File: config.mk
export PLATFORM = sky130hd
export DESIGN_NAME = alu_ctrl_decode
export DESIGN_NICKNAME = d
export VERILOG_FILES = /design/src/rtl/alu_ctrl_decode.sv
export SDC_FILE = /design/constraint.sdc
export NUM_CORES = 1
export LEC_CHECK = 0
export ABC_CLOCK_PERIOD_IN_PS = 3000
export CAP_MARGIN = 20
export CELL_PAD_IN_SITES_DETAIL_PLACEMENT = 1
export CELL_PAD_IN_SITES_GLOBAL_PLACEMENT = 1
export CORE_ASPECT_RATIO = 1.5
export CORE_MARGIN = 3
export CORE_UTILIZATION = 40
export DETAILED_ROUTE_END_ITERATION = 8
export DONT_BUFFER_PORTS = 1
export GPL_TIMING_DRIVEN = 0
export HOLD_SLACK_MARGIN = 0.12
export PLACE_DENSITY_LB_ADDON = 0.1
export SYNTH_ARGS = -nofsm -noshare
export SYNTH_HDL_FRONTEND = slang
export SYNTH_SLANG_ARGS = --single-unit
File: constraint.sdc
create_clock -name clk -period 3 [get_ports clk]
set_input_delay 0.3 -clock clk [delete_from_list [all_inputs] [get_ports clk]]
set_output_delay 0.3 -clock clk [all_outputs]
set_load 0.01 [all_outputs]
File: src/rtl/alu_ctrl_decode.sv
// RV32I decode stage: decodes one instruction into an ALU control bundle held in a one-entry ID/EX register.
// Optional: define DECODE_ILLEGAL_EN to drive illegal=1 for undecodable encodings (otherwise tied 0).
module alu_ctrl_decode #(
  parameter int unsigned XLEN = 32
) (
  input  logic            clk,
  input  logic            rst_n,
  input  logic            in_valid,
  output logic            in_ready,
  input  logic [31:0]     in_instr,
  input  logic [XLEN-1:0] in_pc,
  input  logic            flush,
  output logic            out_valid,
  input  logic            out_ready,
  output logic [3:0]      alu_sel,
  output logic            a_sel,
  output logic            b_sel,
  output logic [XLEN-1:0] imm,
  output logic [4:0]      rs1,
  output logic [4:0]      rs2,
  output logic [4:0]      rd,
  output logic            reg_we,
  output logic            mem_re,
  output logic            mem_we,
  output logic            is_branch,
  output logic            br_inv,
  output logic            is_jump,
  output logic [XLEN-1:0] pc_out,
  output logic            illegal
);

  localparam logic [3:0] ALU_ADD  = 4'd0;
  localparam logic [3:0] ALU_SUB  = 4'd1;
  localparam logic [3:0] ALU_SLL  = 4'd2;
  localparam logic [3:0] ALU_SLT  = 4'd3;
  localparam logic [3:0] ALU_SLTU = 4'd4;
  localparam logic [3:0] ALU_XOR  = 4'd5;
  localparam logic [3:0] ALU_SRL  = 4'd6;
  localparam logic [3:0] ALU_SRA  = 4'd7;
  localparam logic [3:0] ALU_OR   = 4'd8;
  localparam logic [3:0] ALU_AND  = 4'd9;
  localparam logic [3:0] ALU_PASS = 4'd10;
  localparam logic [3:0] ALU_SEQ  = 4'd11;

  localparam logic [6:0] OPC_OP     = 7'b0110011;
  localparam logic [6:0] OPC_OP_IMM = 7'b0010011;
  localparam logic [6:0] OPC_LOAD   = 7'b0000011;
  localparam logic [6:0] OPC_STORE  = 7'b0100011;
  localparam logic [6:0] OPC_LUI    = 7'b0110111;
  localparam logic [6:0] OPC_AUIPC  = 7'b0010111;
  localparam logic [6:0] OPC_JAL    = 7'b1101111;
  localparam logic [6:0] OPC_JALR   = 7'b1100111;
  localparam logic [6:0] OPC_BRANCH = 7'b1100011;

  localparam logic [6:0] F7_ZERO = 7'b0000000;
  localparam logic [6:0] F7_ALT  = 7'b0100000;

  // Shared register/immediate arithmetic table; alt selects SUB/SRA.
  function automatic logic [3:0] arith_op(input logic [2:0] f3, input logic alt);
    logic [3:0] op;
    unique case (f3)
      3'b000:  op = alt ? ALU_SUB : ALU_ADD;
      3'b001:  op = ALU_SLL;
      3'b010:  op = ALU_SLT;
      3'b011:  op = ALU_SLTU;
      3'b100:  op = ALU_XOR;
      3'b101:  op = alt ? ALU_SRA : ALU_SRL;
      3'b110:  op = ALU_OR;
      default: op = ALU_AND;
    endcase
    return op;
  endfunction

  logic [6:0]  opcode;
  logic [2:0]  funct3;
  logic [6:0]  funct7;
  logic [31:0] imm_i, imm_s, imm_b, imm_u, imm_j, imm_sh;

  assign opcode = in_instr[6:0];
  assign funct3 = in_instr[14:12];
  assign funct7 = in_instr[31:25];

  assign imm_i  = {{20{in_instr[31]}}, in_instr[31:20]};
  assign imm_s  = {{20{in_instr[31]}}, in_instr[31:25], in_instr[11:7]};
  assign imm_b  = {{19{in_instr[31]}}, in_instr[31], in_instr[7], in_instr[30:25], in_instr[11:8], 1'b0};
  assign imm_u  = {in_instr[31:12], 12'b0};
  assign imm_j  = {{11{in_instr[31]}}, in_instr[31], in_instr[19:12], in_instr[20], in_instr[30:21], 1'b0};
  assign imm_sh = {27'b0, in_instr[24:20]};

  logic [3:0]  d_alu_sel;
  logic        d_a_sel, d_b_sel;
  logic [31:0] d_imm;
  logic        d_reg_we, d_mem_re, d_mem_we;
  logic        d_is_branch, d_br_inv, d_is_jump;
  logic        d_illegal;

  // Combinational decode of the incoming instruction.
  always_comb begin
    d_alu_sel   = ALU_ADD;
    d_a_sel     = 1'b0;
    d_b_sel     = 1'b0;
    d_imm       = 32'b0;
    d_reg_we    = 1'b0;
    d_mem_re    = 1'b0;
    d_mem_we    = 1'b0;
    d_is_branch = 1'b0;
    d_br_inv    = 1'b0;
    d_is_jump   = 1'b0;
    d_illegal   = 1'b0;

    unique case (opcode)
      OPC_OP: begin
        d_reg_we = 1'b1;
        if (funct7 == F7_ZERO)
          d_alu_sel = arith_op(funct3, 1'b0);
        else if (funct7 == F7_ALT && (funct3 == 3'b000 || funct3 == 3'b101))
          d_alu_sel = arith_op(funct3, 1'b1);
        else
          d_illegal = 1'b1;
      end
      OPC_OP_IMM: begin
        d_reg_we = 1'b1;
        d_b_sel  = 1'b1;
        d_imm    = imm_i;
        if (funct3 == 3'b001) begin
          d_alu_sel = ALU_SLL;
          d_imm     = imm_sh;
          d_illegal = (funct7 != F7_ZERO);
        end else if (funct3 == 3'b101) begin
          d_imm = imm_sh;
          if (funct7 == F7_ZERO)     d_alu_sel = ALU_SRL;
          else if (funct7 == F7_ALT) d_alu_sel = ALU_SRA;
          else                       d_illegal = 1'b1;
        end else begin
          d_alu_sel = arith_op(funct3, 1'b0);
        end
      end
      OPC_LOAD: begin
        d_b_sel   = 1'b1;
        d_imm     = imm_i;
        d_mem_re  = 1'b1;
        d_reg_we  = 1'b1;
        d_illegal = (funct3 == 3'b011) || (funct3 == 3'b110) || (funct3 == 3'b111);
      end
      OPC_STORE: begin
        d_b_sel   = 1'b1;
        d_imm     = imm_s;
        d_mem_we  = 1'b1;
        d_illegal = (funct3[2] == 1'b1) || (funct3 == 3'b011);
      end
      OPC_LUI: begin
        d_alu_sel = ALU_PASS;
        d_b_sel   = 1'b1;
        d_imm     = imm_u;
        d_reg_we  = 1'b1;
      end
      OPC_AUIPC: begin
        d_a_sel  = 1'b1;
        d_b_sel  = 1'b1;
        d_imm    = imm_u;
        d_reg_we = 1'b1;
      end
      OPC_JAL: begin
        d_a_sel   = 1'b1;
        d_b_sel   = 1'b1;
        d_imm     = imm_j;
        d_is_jump = 1'b1;
        d_reg_we  = 1'b1;
      end
      OPC_JALR: begin
        d_b_sel   = 1'b1;
        d_imm     = imm_i;
        d_is_jump = 1'b1;
        d_reg_we  = 1'b1;
        d_illegal = (funct3 != 3'b000);
      end
      OPC_BRANCH: begin
        d_imm       = imm_b;
        d_is_branch = 1'b1;
        unique case (funct3)
          3'b000:  d_alu_sel = ALU_SEQ;
          3'b001:  d_alu_sel = ALU_XOR;
          3'b100:  d_alu_sel = ALU_SLT;
          3'b101: begin d_alu_sel = ALU_SLT;  d_br_inv = 1'b1; end
          3'b110:  d_alu_sel = ALU_SLTU;
          3'b111: begin d_alu_sel = ALU_SLTU; d_br_inv = 1'b1; end
          default: d_illegal = 1'b1;
        endcase
      end
      default: d_illegal = 1'b1;
    endcase

    // Undecodable encodings collapse to a NOP bundle.
    if (d_illegal) begin
      d_alu_sel   = ALU_ADD;
      d_a_sel     = 1'b0;
      d_b_sel     = 1'b0;
      d_imm       = 32'b0;
      d_reg_we    = 1'b0;
      d_mem_re    = 1'b0;
      d_mem_we    = 1'b0;
      d_is_branch = 1'b0;
      d_br_inv    = 1'b0;
      d_is_jump   = 1'b0;
    end
    if (in_instr[11:7] == 5'd0) d_reg_we = 1'b0;
  end

  assign in_ready = !out_valid || out_ready || flush;

  logic load;
  assign load = in_valid && in_ready && !flush;

  // ID/EX register: flush wins, then a new load, then drain.
  always_ff @(posedge clk or negedge rst_n) begin
    if (!rst_n) begin
      out_valid <= 1'b0;
      alu_sel   <= 4'd0;
      a_sel     <= 1'b0;
      b_sel     <= 1'b0;
      imm       <= '0;
      rs1       <= 5'd0;
      rs2       <= 5'd0;
      rd        <= 5'd0;
      reg_we    <= 1'b0;
      mem_re    <= 1'b0;
      mem_we    <= 1'b0;
      is_branch <= 1'b0;
      br_inv    <= 1'b0;
      is_jump   <= 1'b0;
      pc_out    <= '0;
    end else if (flush) begin
      out_valid <= 1'b0;
    end else if (load) begin
      out_valid <= 1'b1;
      alu_sel   <= d_alu_sel;
      a_sel     <= d_a_sel;
      b_sel     <= d_b_sel;
      imm       <= XLEN'($signed(d_imm));
      rs1       <= in_instr[19:15];
      rs2       <= in_instr[24:20];
      rd        <= in_instr[11:7];
      reg_we    <= d_reg_we;
      mem_re    <= d_mem_re;
      mem_we    <= d_mem_we;
      is_branch <= d_is_branch;
      br_inv    <= d_br_inv;
      is_jump   <= d_is_jump;
      pc_out    <= in_pc;
    end else if (out_ready) begin
      out_valid <= 1'b0;
    end
  end

`ifdef DECODE_ILLEGAL_EN
  always_ff @(posedge clk or negedge rst_n) begin
    if (!rst_n)    illegal <= 1'b0;
    else if (load) illegal <= d_illegal;
  end
`else
  assign illegal = 1'b0;
`endif

endmodule
==> metrics.yaml <==
worst_setup_path:
  critPathMaxFanout: 10
  cp_top_family: "buffers and inverters"
  worstSetupPathType: "flip-flop to flip-flop"
  cpMaxStageDelayCell: "clkbuf_1"
  start_kind: "flip-flop"
  path_cells: "nand2b_1, nand3b_1, clkbuf_1, clkbuf_1, mux2_2"
  end_kind: "flip-flop"
  crit_arrival_ps: 2370
  crit_top_cell: "clkbuf_1"
  required_ps: 3220
  worst-path-buf-inv: 2
  cp_slowest_stage_delay_ps: 540
logic_synthesis:
  synthArstFlopShare_pct: 100
  avgSynthCellArea_um2: 11.1
  synth_edf_count: 0
  yosysTopAreaCellShare_pct: 51.5
  syn_inst: 403
  ys_seq_area_share_pct: 51.5
  yosys-top-cells-area: "dfrtp_1 (51%), mux2_2 (12%), o21ai_2 (5.9%)"
  synth_area_um2: 4470
  synth_nets: 472
  yosys_warnings: 0
  synth_cell_types: 58
  synth_seq_cells: 92
  yosysTopAreaCell: "dfrtp_1"
  yosys_most_used_dff: "dfrtp_1"
cts:
  post-cts-setup-buffers: 0
  cts_buffer_depth: 2
  clock_sinks: 92
  h-tree-depth: 3
  clkLatencyLatePin_ps: 340
  cts_root_buf: "clkbuf_16"
  numCtsBuffers: 9
  clk_pin_slew_ps: 70
  cts_tree: "yes"
power:
  power.switching_mw: 0.805
  total_power_mw: 2.92
  p_per_area_nw_per_um2: 528
  p_leak_nw: 2.28
  ir_drop_mv: 0.258
  switching_share_pct: 27.6
  p_int_mw: 2.11
  power_frac_clock_pct: 37.4
  seqPwrFrac_pct: 51.0
  pwr-share-comb_pct: 11.7
floorplan:
  die_h_um: 136
  placementRows: 46
  die_area_um2: 12500
  core_area_um2: 10800
  chipWidth_um: 92.4
  floorplan.initialDensity_pct: 41.6
  io_pins: 163
cells_and_area:
  antenna_cells: 0
  finalNetCount: 540
  area_growth_pct: 23.6
  fin_area_um2: 5530
  fillers: 1161
  stdcell_count: 620
  multi_input_area_um2: 1980
  drive_above_1_share_pct: 24.6
  regArea_um2: 2300
  fin_util_pct: 51.4
place:
  dpl.hpwl_um: 9800
  dp_cells: 548
  place_ws_ps: 783
  dpl_cell_area_um2: 4660
  io_buffers: 0
  gp_congestion: 0.891
route:
  postRouteAntennaNets: 0
  drt_wl_total_um: 13900
  routedWlPerCell_um: 22.5
  drt-initial-drc-count: 136
  drc: 0
  first_pass_iters: 4
  routed-via-count: 3478
  via_per_inst: 5.61
timing:
  final_max_slew_viol_count: 0
  fin_worst_skew_ps: 9.24
  worst_pin_slew_ps: 607
  finalCriticalPeriod_ps: 2160
  finalHoldViolations: 0
  slew-limit-headroom_pct: 59.2
  fmax_mhz: 463
  worst_slack_ps: 841
  fin_crit_sh_pct: 72.0
  rsz0062_at_grt: "false"
  holdWs_ps: 135
  setup_viol: 0
  tns_ps: 0
global_route:
  grt_first_pass_wirelength_um: 21300
  grt_pass1_vias: 3674
  grt_start_max_net_pins: 93
  antenna_found_initial: 0
  grt_util_all_layers_pct: 22.0
  overflow: 0
worst_hold_path:
  hp-class: "input port to flip-flop"
status:
  status: "finished clean"
job:
  drv_cap: 0
what timing repair did:
item | CTS | global route
resized for setup | 0 | 0
endpoints found under the hold margin | 145 | 0
hold buffers | 56 | 0
worst paths after layout:
kind	start	slack, ps	to	cells after the start
setup / recovery	out_valid	840	rs2[2]	5
hold / removal	in_instr[17]	140	imm[17]	2
setup reg to reg	out_valid	840	rs2[2]	5
hold reg to reg	imm[18]	560	imm[18]	2
max in group asynchronous	rst_n	2100	a_sel	2
min in group asynchronous	rst_n	530	pc_out[6]	2
synthesized netlist by cell type, types with 4 or more instances:
cell,number
a22oi_1,4
nand2b_1,5
nand2_1,49
a22o_1,8
nand3_1,6
mux2_2,47
o21ai_0,11
nor3b_1,4
o21ai_2,30
buf_6,5
a32o_1,7
inv_1,6
dfrtp_1,92
buf_2,6
nor2_1,11
nand3b_1,4
a21oi_1,27
nor3_1,9
nor2b_1,4
clkbuf_1,16
power by group through the flow:
stage	Sequential, mW	Clock (mW)	Combinational, mW
floorplan	1.48	0	0.203
global placement	1.50	0	0.241
detailed placement	1.51	0	0.250
CTS	1.48	1.13	0.341
global route	1.50	1.18	0.373
finish	1.49	1.09	0.340
state kept, by name (all words and copies together), names as in the netlist:
name / flops
a_sel: 1
alu_sel: 4
b_sel: 1
br_inv: 1
imm: 32
is_branch: 1
is_jump: 1
mem_re: 1
mem_we: 1
out_valid: 1
pc_out: 32
rd: 5
reg_we: 1
rs1: 5
rs2: 5
logic make-up after synthesis:
kind of cell / share of synthesized area, %
flip-flops: 51.5
XOR/XNOR: 0.392
AND/OR/NAND/NOR: 13.6
other: 0.0838
multiplexers: 11.8
AO/OA/AOI/OAI: 18.3
buffers and inverters: 4.28
worst reg2reg max path, delay by kind of cell, from the launching register on:
family / cells / cell delay, ps
buffers and inverters: 2 / 1010
DFF: 1 / 400
muxes: 1 / 410
and+or+nand+nor: 2 / 220
layout make-up:
cell class / count / share of cell area (%)
tap: 144 / 3.26
clock inverter: 7 / 1.22
buffer: 30 / 3.05
sequential: 92 / 41.6
multi-input combinational: 275 / 35.8
clock buffer: 9 / 4.07
timing repair buffer: 57 / 10.5
inverter: 6 / 0.407
metal layers:
metal / GRT usage [%] / wire length [um] / vias to the layer above
met5: 0 / 0 / -
met4: 6.53 / 214 / 0
met3: 6.84 / 1160 / 15
met2: 40.4 / 7460 / 117
met1: 24.2 / 5100 / 1750
li1: - / - / 1596
placed cells by master, fill, tap and decap left out, drive strengths merged, types with 3 or more instances in the layout:
master and n:
or2 3, mux2 47, o21ai 42, dfrtp 92, nor3b 5, clkbuf 25, inv 9, a21oi 28
nor2 11, nand3 6, a22o 8, o31a 3, a41oi 3, a32o 7, buf 16, a22oi 4
nor4 3, nand3b 4, dlygate4sd3 55, clkinv 4, nand2 49, nand2b 5, nor2b 4, nor3 9
(Power assumes the default switching activity.)
